## config.mk

```make
export PLATFORM = sky130hd
export DESIGN_NAME = scr_base_l3_bk_snp_tx
export DESIGN_NICKNAME = d
export VERILOG_FILES = /design/src/rtl/scr_base_l3_bk_snp_tx.sv
export SDC_FILE = /design/constraint.sdc
export NUM_CORES = 1
export LEC_CHECK = 0
export ABC_AREA = 1
export CORE_ASPECT_RATIO = 0.9
export CORE_MARGIN = 10
export CORE_UTILIZATION = 60
export DETAILED_ROUTE_END_ITERATION = 7
export GPL_TIMING_DRIVEN = 0
export PLACE_DENSITY_LB_ADDON = 0.3
export SYNTH_ARGS = -nofsm -noshare
export SYNTH_HDL_FRONTEND = slang
export SYNTH_SLANG_ARGS = --single-unit
```

## constraint.sdc

```tcl
create_clock -name clk -period 15.6 [get_ports clk]
set_clock_uncertainty 0.05 [all_clocks]
set_input_delay 3.12 -clock clk [delete_from_list [all_inputs] [get_ports clk]]
set_output_delay 3.12 -clock clk [all_outputs]
set_load 0.02 [all_outputs]
```

## src/rtl/scr_base_l3_bk_snp_tx.sv

```systemverilog
`default_nettype none
// ============================================================================
// Module   : scr_base_l3_bk_snp_tx
// Brief    : L3 bank snoop transmitter. Buffers snoop requests in a small
//            FIFO and sends each as one packed flit when a link credit is
//            held. An enable/drain FSM lets the link be quiesced cleanly.
//            Optional macro SCR_L3_SNP_TX_PERF_EN adds a credit-stall
//            counter output (snp_stall_cnt_o).
// Revision : 1.0 - initial release
// ============================================================================
module scr_base_l3_bk_snp_tx #(
    parameter int SCRID_W   = 4,
    parameter int TXNID_W   = 8,
    parameter int OPC_W     = 4,
    parameter int SIZE_W    = 3,
    parameter int ADDR_W    = 40,
    parameter int QUE_DEPTH = 4,
    parameter int CRDT_MAX  = 8,
    localparam int FLIT_W   = SCRID_W + TXNID_W + OPC_W + SIZE_W + ADDR_W,
    localparam int CNT_W    = $clog2(CRDT_MAX + 1)
) (
    input  logic                clk,
    input  logic                rst_n,
    input  logic                snp_tx_en_i,
    input  logic                snp_req_val_i,
    input  logic [SCRID_W-1:0]  snp_req_scrid_i,
    input  logic [TXNID_W-1:0]  snp_req_txnid_i,
    input  logic [OPC_W-1:0]    snp_req_opc_i,
    input  logic [SIZE_W-1:0]   snp_req_size_i,
    input  logic [ADDR_W-1:0]   snp_req_addr_i,
    output logic                snp_req_ready_o,
    output logic                snp_out_val_o,
    output logic [FLIT_W-1:0]   snp_out_flit_o,
    input  logic                snp_out_crdt_i,
    output logic [CNT_W-1:0]    snp_crdt_cnt_o,
    output logic                snp_idle_o,
    output logic                snp_crdt_err_o
`ifdef SCR_L3_SNP_TX_PERF_EN
    ,
    output logic [31:0]         snp_stall_cnt_o
`endif
);

    localparam int PTR_W = $clog2(QUE_DEPTH);

    localparam logic [1:0] c_st_off   = 2'd0;
    localparam logic [1:0] c_st_run   = 2'd1;
    localparam logic [1:0] c_st_drain = 2'd2;

    logic [1:0]        r_state;
    logic [1:0]        w_state_nxt;
    logic [FLIT_W-1:0] r_mem [QUE_DEPTH];
    logic [PTR_W:0]    r_wr_ptr;
    logic [PTR_W:0]    r_rd_ptr;
    logic [PTR_W:0]    w_wr_ptr_nxt;
    logic [PTR_W:0]    w_rd_ptr_nxt;
    logic              w_empty;
    logic              w_empty_nxt;
    logic              w_full;
    logic              w_push;
    logic              w_send;
    logic              w_active;
    logic [FLIT_W-1:0] w_flit_in;
    logic [CNT_W-1:0]  r_crdt_cnt;
    logic              r_crdt_err;
    logic              r_out_val;
    logic [FLIT_W-1:0] r_out_flit;
    logic              r_idle;

    // The extra wrap bit distinguishes full from empty when addresses match.
    assign w_empty = (r_wr_ptr == r_rd_ptr);
    assign w_full  = (r_wr_ptr[PTR_W] != r_rd_ptr[PTR_W]) &&
                     (r_wr_ptr[PTR_W-1:0] == r_rd_ptr[PTR_W-1:0]);

    // Ready depends only on registered state, never on the request valid.
    assign snp_req_ready_o = (r_state == c_st_run) && !w_full;
    assign w_push          = snp_req_val_i && snp_req_ready_o;
    assign w_active        = (r_state == c_st_run) || (r_state == c_st_drain);
    assign w_send          = !w_empty && (r_crdt_cnt != '0) && w_active;

    // Flit layout, LSB first: scrid, txnid, opc, size, addr.
    assign w_flit_in = {snp_req_addr_i, snp_req_size_i, snp_req_opc_i,
                        snp_req_txnid_i, snp_req_scrid_i};

    // Next-state logic for the enable/drain FSM; re-enable wins over drain-done.
    always_comb begin
        w_state_nxt = r_state;
        case (r_state)
            c_st_off:   if (snp_tx_en_i) w_state_nxt = c_st_run;
            c_st_run:   if (!snp_tx_en_i) w_state_nxt = c_st_drain;
            c_st_drain: begin
                if (snp_tx_en_i)  w_state_nxt = c_st_run;
                else if (w_empty) w_state_nxt = c_st_off;
            end
            default:    w_state_nxt = c_st_off;
        endcase
    end

    // Next pointer values, used for pointer update and for the idle flag.
    always_comb begin
        w_wr_ptr_nxt = r_wr_ptr + {{PTR_W{1'b0}}, w_push};
        w_rd_ptr_nxt = r_rd_ptr + {{PTR_W{1'b0}}, w_send};
        w_empty_nxt  = (w_wr_ptr_nxt == w_rd_ptr_nxt);
    end

    // FSM, FIFO pointers, output flit register and idle flag.
    always_ff @(posedge clk) begin
        if (!rst_n) begin
            r_state    <= c_st_off;
            r_wr_ptr   <= '0;
            r_rd_ptr   <= '0;
            r_out_val  <= 1'b0;
            r_out_flit <= '0;
            r_idle     <= 1'b1;
        end else begin
            r_state   <= w_state_nxt;
            r_wr_ptr  <= w_wr_ptr_nxt;
            r_rd_ptr  <= w_rd_ptr_nxt;
            r_out_val <= w_send;
            if (w_send) begin
                r_out_flit <= r_mem[r_rd_ptr[PTR_W-1:0]];
            end
            r_idle    <= (w_state_nxt == c_st_off) && w_empty_nxt;
        end
    end

    // FIFO storage; contents need no reset since pointers guard them.
    always_ff @(posedge clk) begin
        if (w_push) begin
            r_mem[r_wr_ptr[PTR_W-1:0]] <= w_flit_in;
        end
    end

    // Credit counter: +1 per return pulse, -1 per send, saturating with a sticky error.
    always_ff @(posedge clk) begin
        if (!rst_n) begin
            r_crdt_cnt <= '0;
            r_crdt_err <= 1'b0;
        end else if (snp_out_crdt_i && !w_send) begin
            if (r_crdt_cnt == CNT_W'(CRDT_MAX)) begin
                r_crdt_err <= 1'b1;
            end else begin
                r_crdt_cnt <= r_crdt_cnt + CNT_W'(1);
            end
        end else if (!snp_out_crdt_i && w_send) begin
            r_crdt_cnt <= r_crdt_cnt - CNT_W'(1);
        end
    end

    assign snp_out_val_o  = r_out_val;
    assign snp_out_flit_o = r_out_flit;
    assign snp_crdt_cnt_o = r_crdt_cnt;
    assign snp_crdt_err_o = r_crdt_err;
    assign snp_idle_o     = r_idle;

`ifdef SCR_L3_SNP_TX_PERF_EN
    logic [31:0] r_stall_cnt;

    // Count cycles where work is queued but no credit is available.
    always_ff @(posedge clk) begin
        if (!rst_n) begin
            r_stall_cnt <= '0;
        end else if (!w_empty && (r_crdt_cnt == '0) && (r_state != c_st_off) &&
                     (r_stall_cnt != 32'hFFFF_FFFF)) begin
            r_stall_cnt <= r_stall_cnt + 32'd1;
        end
    end

    assign snp_stall_cnt_o = r_stall_cnt;
`endif

endmodule
`default_nettype wire

```

==> flow_summary_export.csv, run 1 <==
group,metric,value,unit
placement,gp_congestion,0.8270,
timing,slew_viol_final,0,
min_path,min_from,"snp_crdt_err_o",
setup_path,reg2regPathDepth,13,
synthesis,synth-edff-count,236,
layout,nets,1219,
power,vdd.ir_drop.worst,0.1137,mV
route,ant_nets,0,
placement,port_buffers,130,
timing,rsz0062_at_grt,"false",
layout,layout-drive-gt1-share,0.09247,
floorplanning,die_y,152.2,microns
power,p_total,1734,uW
global_route,track_usage,0.2109,
floorplanning,die_w,166.9,microns
clock_network,cts_sinks,310,
clock_network,cts_htree_levels,1,
setup_path,crit_type,"flop to output port",
layout,postLayoutCoreUtil,0.7585,
setup_path,crit_slowest_cell,"clkdlybuf4s50_1",
layout,multi_input_area,2699,sq um
clock_network,clockBufferDepth,3,
global_route,grt-ovfl-total,0,
route,drtPass1Iterations,5,
global_route,grt_pass1_vias,7979,
synthesis,syn_area,11650,sq um
timing,max_freq,0.1864,GHz
setup_path,cp-end-kind,"output port",
clock_network,cts_buffers,30,
route,vias_per_cell,5.603,
synthesis,synth_seq_area_share,0.7355,
timing,hold_viol,0,
global_route,grt_max_degree,15,
flow_run,max-cap-violations,0,
synthesis,yosys_register_bits,310,
synthesis,synthCells,958,
synthesis,syn_nets,1033,
layout,final_cell_mix,"nor2_1 (256), edfxtp_1 (236), o21ai_0 (144)",
synthesis,synth_area_per_cell,12.16,sq um
route,drc,0,
setup_path,r2r_slack,12590,ps
power,p_leak,0.005215,uW
setup_path,crit_chain,"buf_6 > inv_4 > nand2_1 > nand2_2 > nand2_1 > o21ai_0 > inv_1 > clkdlybuf4s50_1",
route,vias,7956,
placement,hpwl,18.67,mm
floorplanning,die-area,25400,sq um
route,wl_per_cell,19.75,microns
setup_path,worst_setup_path_start_kind,"flop",
layout,area_growth,24.73,%
synthesis,yosysUniqueCellTypes,29,
timing,maxSlewHeadroom,0.3346,
timing,fin_crit_sh,0.3439,
setup_path,cp_data_required_time,12430,ps
global_route,antenna_found_initial,3,
min_path,hp-class,"flop to flop",
min_path,min_to,"snp_crdt_err_o",
setup_path,rr_endpoint,"r_mem[2][53]",
floorplanning,core-area,19160,sq um
floorplanning,num_rows,48,
clock_network,postCtsHoldBufs,0,
power,powerDensity,119.3,nW/um^2
min_path,whs_path_depth,2,
floorplanning,start_util,0.6081,
setup_path,startpoint,"r_rd_ptr[1]",
synthesis,yosys_warnings,0,
timing,worst_pin_slew,992.7,ps
setup_path,cp_top_family,"buffers and inverters",
layout,n_fill_cell,1197,
clock_network,worstSkewPairLatency,550,ps
clock_network,clockRootBuffer,"clkbuf_16",
global_route,grt_pass1_wl,43.13,mm
route,wl,28.04,mm
clock_network,cts_resized,0,
timing,setup-tns-final,0,ps
synthesis,synth_ff_type,"edfxtp_1",
floorplanning,boundaryPins,131,
clock_network,cts_tree,"built",
clock_network,cts_setup_buffers,0,
outcome,status,"complete, no violations",
setup_path,crit_fanout,7,
layout,seqCellArea,8568,sq um
route,drt_iter0_drc,786,
setup_path,crit_buf_inv,4,
clock_network,clk_pin_slew,60,ps
timing,finalCriticalPeriod,5364,ps
setup_path,crit_top_cell,"nand2_1",
layout,final_common_cell,"nor2_1",
synthesis,async_flop_share,0,
timing,setup_viol,0,
setup_path,reg2reg_from,"r_rd_ptr[1]",
setup_path,max_stage_delay,540,ps
setup_path,crit_arrival,2190,ps
==> Yosys cell counts, types with 3 or more instances <==
library cell / n / area (sq um)
a21oi_1: 3 / 15.01
a31oi_1: 59 / 369.1
buf_2: 24 / 120.1
buf_6: 6 / 67.56
clkbuf_1: 26 / 97.59
dfxtp_1: 74 / 1481
edfxtp_1: 236 / 7087
ha_1: 10 / 125.1
inv_1: 22 / 82.58
nand2_1: 32 / 120.1
nand3_1: 3 / 15.01
nor2_1: 256 / 960.9
nor3_1: 4 / 20.02
o21ai_0: 144 / 720.7
o21ai_1: 35 / 175.2
xnor2_1: 5 / 43.79
==> per-layer routing <==
layer / track usage / vias to the layer above / share of wire
met2: 0.3578 / 342 / 0.49
met5: 0 / - / 0.00046
met1: 0.2657 / 3780 / 0.40
li1: - / 3787 / -
met4: 0.06185 / 2 / 0.022
met3: 0.04616 / 45 / 0.085
==> sequential cells by signal, summed over array words and instances (netlist names) <==
register / cells
r_mem: 236
snp_out_flit_o: 59
snp_crdt_cnt_o: 4
r_rd_ptr: 3
r_wr_ptr: 3
r_state: 2
snp_crdt_err_o: 1
snp_idle_o: 1
snp_out_val_o: 1
==> power breakdown <==
part | leakage [uW] | internal, uW | total [uW] | switching (uW)
Clock | 0.000463 | 405 | 695 | 290
Combinational | 0.00202 | 52.1 | 123 | 70.8
Sequential | 0.00273 | 906 | 916 | 9.62
Total | 0.00522 | 1360 | 1730 | 371
==> metrics by stage <==
step	setup WS, ps	instance area (sq um)	hold slack, ps	cells
final	10240	14530	400.2	1420
after global routing	10150	14530	427.3	1419
after CTS	10250	14530	406.8	1418
after detailed placement	10030	13570	397.9	1362
after global placement	4018	13260	391.2	1338
after floorplan	7756	11650	467.5	958
==> cell type report <==
| cell class | instances | area share |
|---|---|---|
| plain buffers | 59 | 0.02066 |
| inverters | 26 | 0.007060 |
| flip-flops and latches | 310 | 0.5896 |
| well taps | 250 | 0.02153 |
| repair buffers | 154 | 0.1094 |
| clock inverters | 8 | 0.004391 |
| multi-input cells | 563 | 0.1857 |
| clock buffers | 48 | 0.06122 |
| diodes | 2 | 0.0003444 |
==> kinds of logic (layout without fill, tap and decap cells) <==
family / count (synthesis) / count (layout) / synth area share
AND/OR/NAND/NOR: 301 / 301 / 0.1004
adder cells (fa/ha/maj): 11 / 11 / 0.01246
buffers and inverters: 85 / 295 / 0.03458
flip-flops: 310 / 310 / 0.7355
XOR/XNOR: 6 / 6 / 0.004511
other: 0 / 2 / 0
AO/OA/AOI/OAI: 245 / 245 / 0.1126
==> worst min-delay path: stages, from the launching register on <==
cell     delay (ps)
dfxtp_1         310
inv_1            40
a21oi_1          50
==> worst max path at each step <==
stage	end	slack (ps)	cells past startpoint
global route	snp_req_ready_o	10150	8
CTS	snp_req_ready_o	10250	8
floorplan	r_mem[1][0]	7760	2
detailed placement	r_mem[2][4]	10030	7
finish	snp_req_ready_o	10240	8
global placement	r_mem[3][13]	4020	3
(Power assumes the default switching activity.)
==> inputs of run 2 (changes only) <==
- CORE_UTILIZATION: 60 -> 56
- clock period: 15.6 -> 5.2 ns (I/O delays scaled with it)
==> run 2 against run 1 <==
Effect of this change: core utilization decreased by 4.1 points; via count increased by 0.63%; critical path depth unchanged; sequential share of layout area about the same; clock power increased to 3.0 times the previous value; register-to-register slack got worse by 10000 ps; combinational power increased to 3.0 times the previous value; cell area about the same; setup slack got worse by 8300 ps; critical endpoint unchanged; largest power group unchanged.
==> flow_summary_export.csv, run 2 (same netlist as run 1, synthesis figures left out) <==
group,metric,value,unit
timing,maxSlewHeadroom,0.4463,
setup_path,crit_type,"flop to output port",
clock_network,worstSkewPairLatency,550,ps
min_path,hp-class,"flop to flop",
floorplanning,start_util,0.5758,
timing,worst_pin_slew,826.0,ps
clock_network,clk_pin_slew,70,ps
layout,nets,1219,
floorplanning,boundaryPins,131,
setup_path,cp-end-kind,"output port",
route,wl,28.68,mm
layout,final_common_cell,"nor2_1",
setup_path,crit_fanout,7,
timing,rsz0062_at_grt,"false",
clock_network,cts_setup_buffers,0,
setup_path,worst_setup_path_start_kind,"flop",
timing,setup_ws,1924,ps
floorplanning,die-area,26980,sq um
layout,largest_register_ff_count,236,
route,drc,0,
clock_network,postCtsHoldBufs,0,
route,drtPass1Iterations,5,
placement,place_ws,1695,ps
power,p_leak,0.005202,uW
layout,layout.cells.non_filler,1424,
power,vdd.ir_drop.worst,0.3030,mV
timing,slew_viol_final,0,
layout,n_fill_cell,1396,
floorplanning,die_w,172.0,microns
outcome,status,"complete, no violations",
layout,final_cell_mix,"nor2_1 (256), edfxtp_1 (236), o21ai_0 (144)",
timing,max_freq,0.3052,GHz
route,drt_iter0_drc,710,
route,wl_per_cell,20.14,microns
placement,gp_congestion,0.8103,
global_route,antenna_found_initial,3,
global_route,grt_pass1_wl,43.99,mm
clock_network,cts_resized,0,
timing,setup_viol,0,
timing,fin_crit_sh,0.6301,
route,vias,8006,
global_route,grt_pass1_vias,8017,
clock_network,cts_sinks,310,
timing,finalCriticalPeriod,3276,ps
clock_network,cts_buffers,30,
global_route,grt-ovfl-total,0,
placement,port_buffers,130,
floorplanning,num_rows,49,
setup_path,crit_arrival,2190,ps
placement,hpwl,18.99,mm
global_route,grt_max_degree,16,
placement,dp_cells,1367,
power,powerDensity,359.1,nW/um^2
clock_network,cts_htree_levels,1,
route,vias_per_cell,5.622,
flow_run,max-cap-violations,0,
floorplanning,core-area,20230,sq um
clock_network,clockRootBuffer,"clkbuf_16",
floorplanning,die_y,156.8,microns
layout,area_growth,24.67,%
timing,hold_viol,0,
clock_network,clockBufferDepth,3,
route,ant_nets,0,
global_route,track_usage,0.2096,
clock_network,cts_tree,"built",
layout,layout-drive-gt1-share,0.09247,
setup_path,cp_data_required_time,4110,ps
[run 2: cell types whose count changed in the layout (fill, tap and decap cells not counted)]
cell	before	now
buf_6	25	29
buf_8	5	1
clkbuf_8	5	3
clkinvlp_4	1	3
bufinv_16	1	2
clkbuf_16	31	30
clkinv_2	3	2
clkinv_8	0	1
diode_2	2	1
[run 2: layer usage]
metal  vias up  track usage  share of wire  wire (microns)
li1       3778            -              -               -
met1      3859       0.2707           0.40           11540
met2       320       0.3527           0.49           14150
met3        45      0.04326          0.084            2401
met4         4      0.05578          0.020             575
met5         -            0        0.00080              23
[run 2: worst max-delay path, cell delays in order, from the launching register on]
cell	delay (ps)
dfxtp_1	330
buf_6	160
inv_4	120
nand2_1	90
nand2_2	90
nand2_1	60
o21ai_0	170
inv_1	70
clkdlybuf4s50_1	540
[run 2: final timing paths]
path                        from              end  slack (ps)  depth (start not counted)
setup / recovery     r_rd_ptr[1]  snp_req_ready_o        1920                          8
hold / removal    snp_crdt_err_o   snp_crdt_err_o         400                          2
setup reg to reg     r_rd_ptr[1]      r_mem[3][8]        2170                         13
hold reg to reg   snp_crdt_err_o   snp_crdt_err_o         400                          2
[run 2: final cells by class]
class / count / area [sq um] / area share
inverter: 26 / 102.6 / 0.007064
buffer: 59 / 300.3 / 0.02068
tap: 255 / 319.1 / 0.02197
clock buffer: 45 / 837.1 / 0.05763
clock inverter: 11 / 120.1 / 0.008270
timing repair buffer: 154 / 1575 / 0.1085
sequential: 310 / 8568 / 0.5899
multi-input combinational: 563 / 2699 / 0.1858
antenna: 1 / 2.502 / 0.0001723
[run 2: report_power, final]
group	switching [uW]	internal (uW)	total (uW)
combinational	215	156	371
sequential	28.8	2720	2750
clock	886	1210	2100
[run 2: stage by stage]
stage / hold WS (ps) / area, sq um / setup TNS, ps / util / total power [uW]
3_3_place_gp: 390.9 / 13270 / -1002610 / 0.6559 / 3152
5_1_grt: 442.9 / 14520 / 0 / 0.7179 / 5378
2_1_floorplan: 467.5 / 11650 / -133090 / - / 2979
6_report: 399.8 / 14520 / 0 / 0.7179 / 5215
3_5_place_dp: 393.0 / 13560 / 0 / 0.6704 / 3168
4_1_cts: 403.2 / 14520 / 0 / 0.7177 / 5226
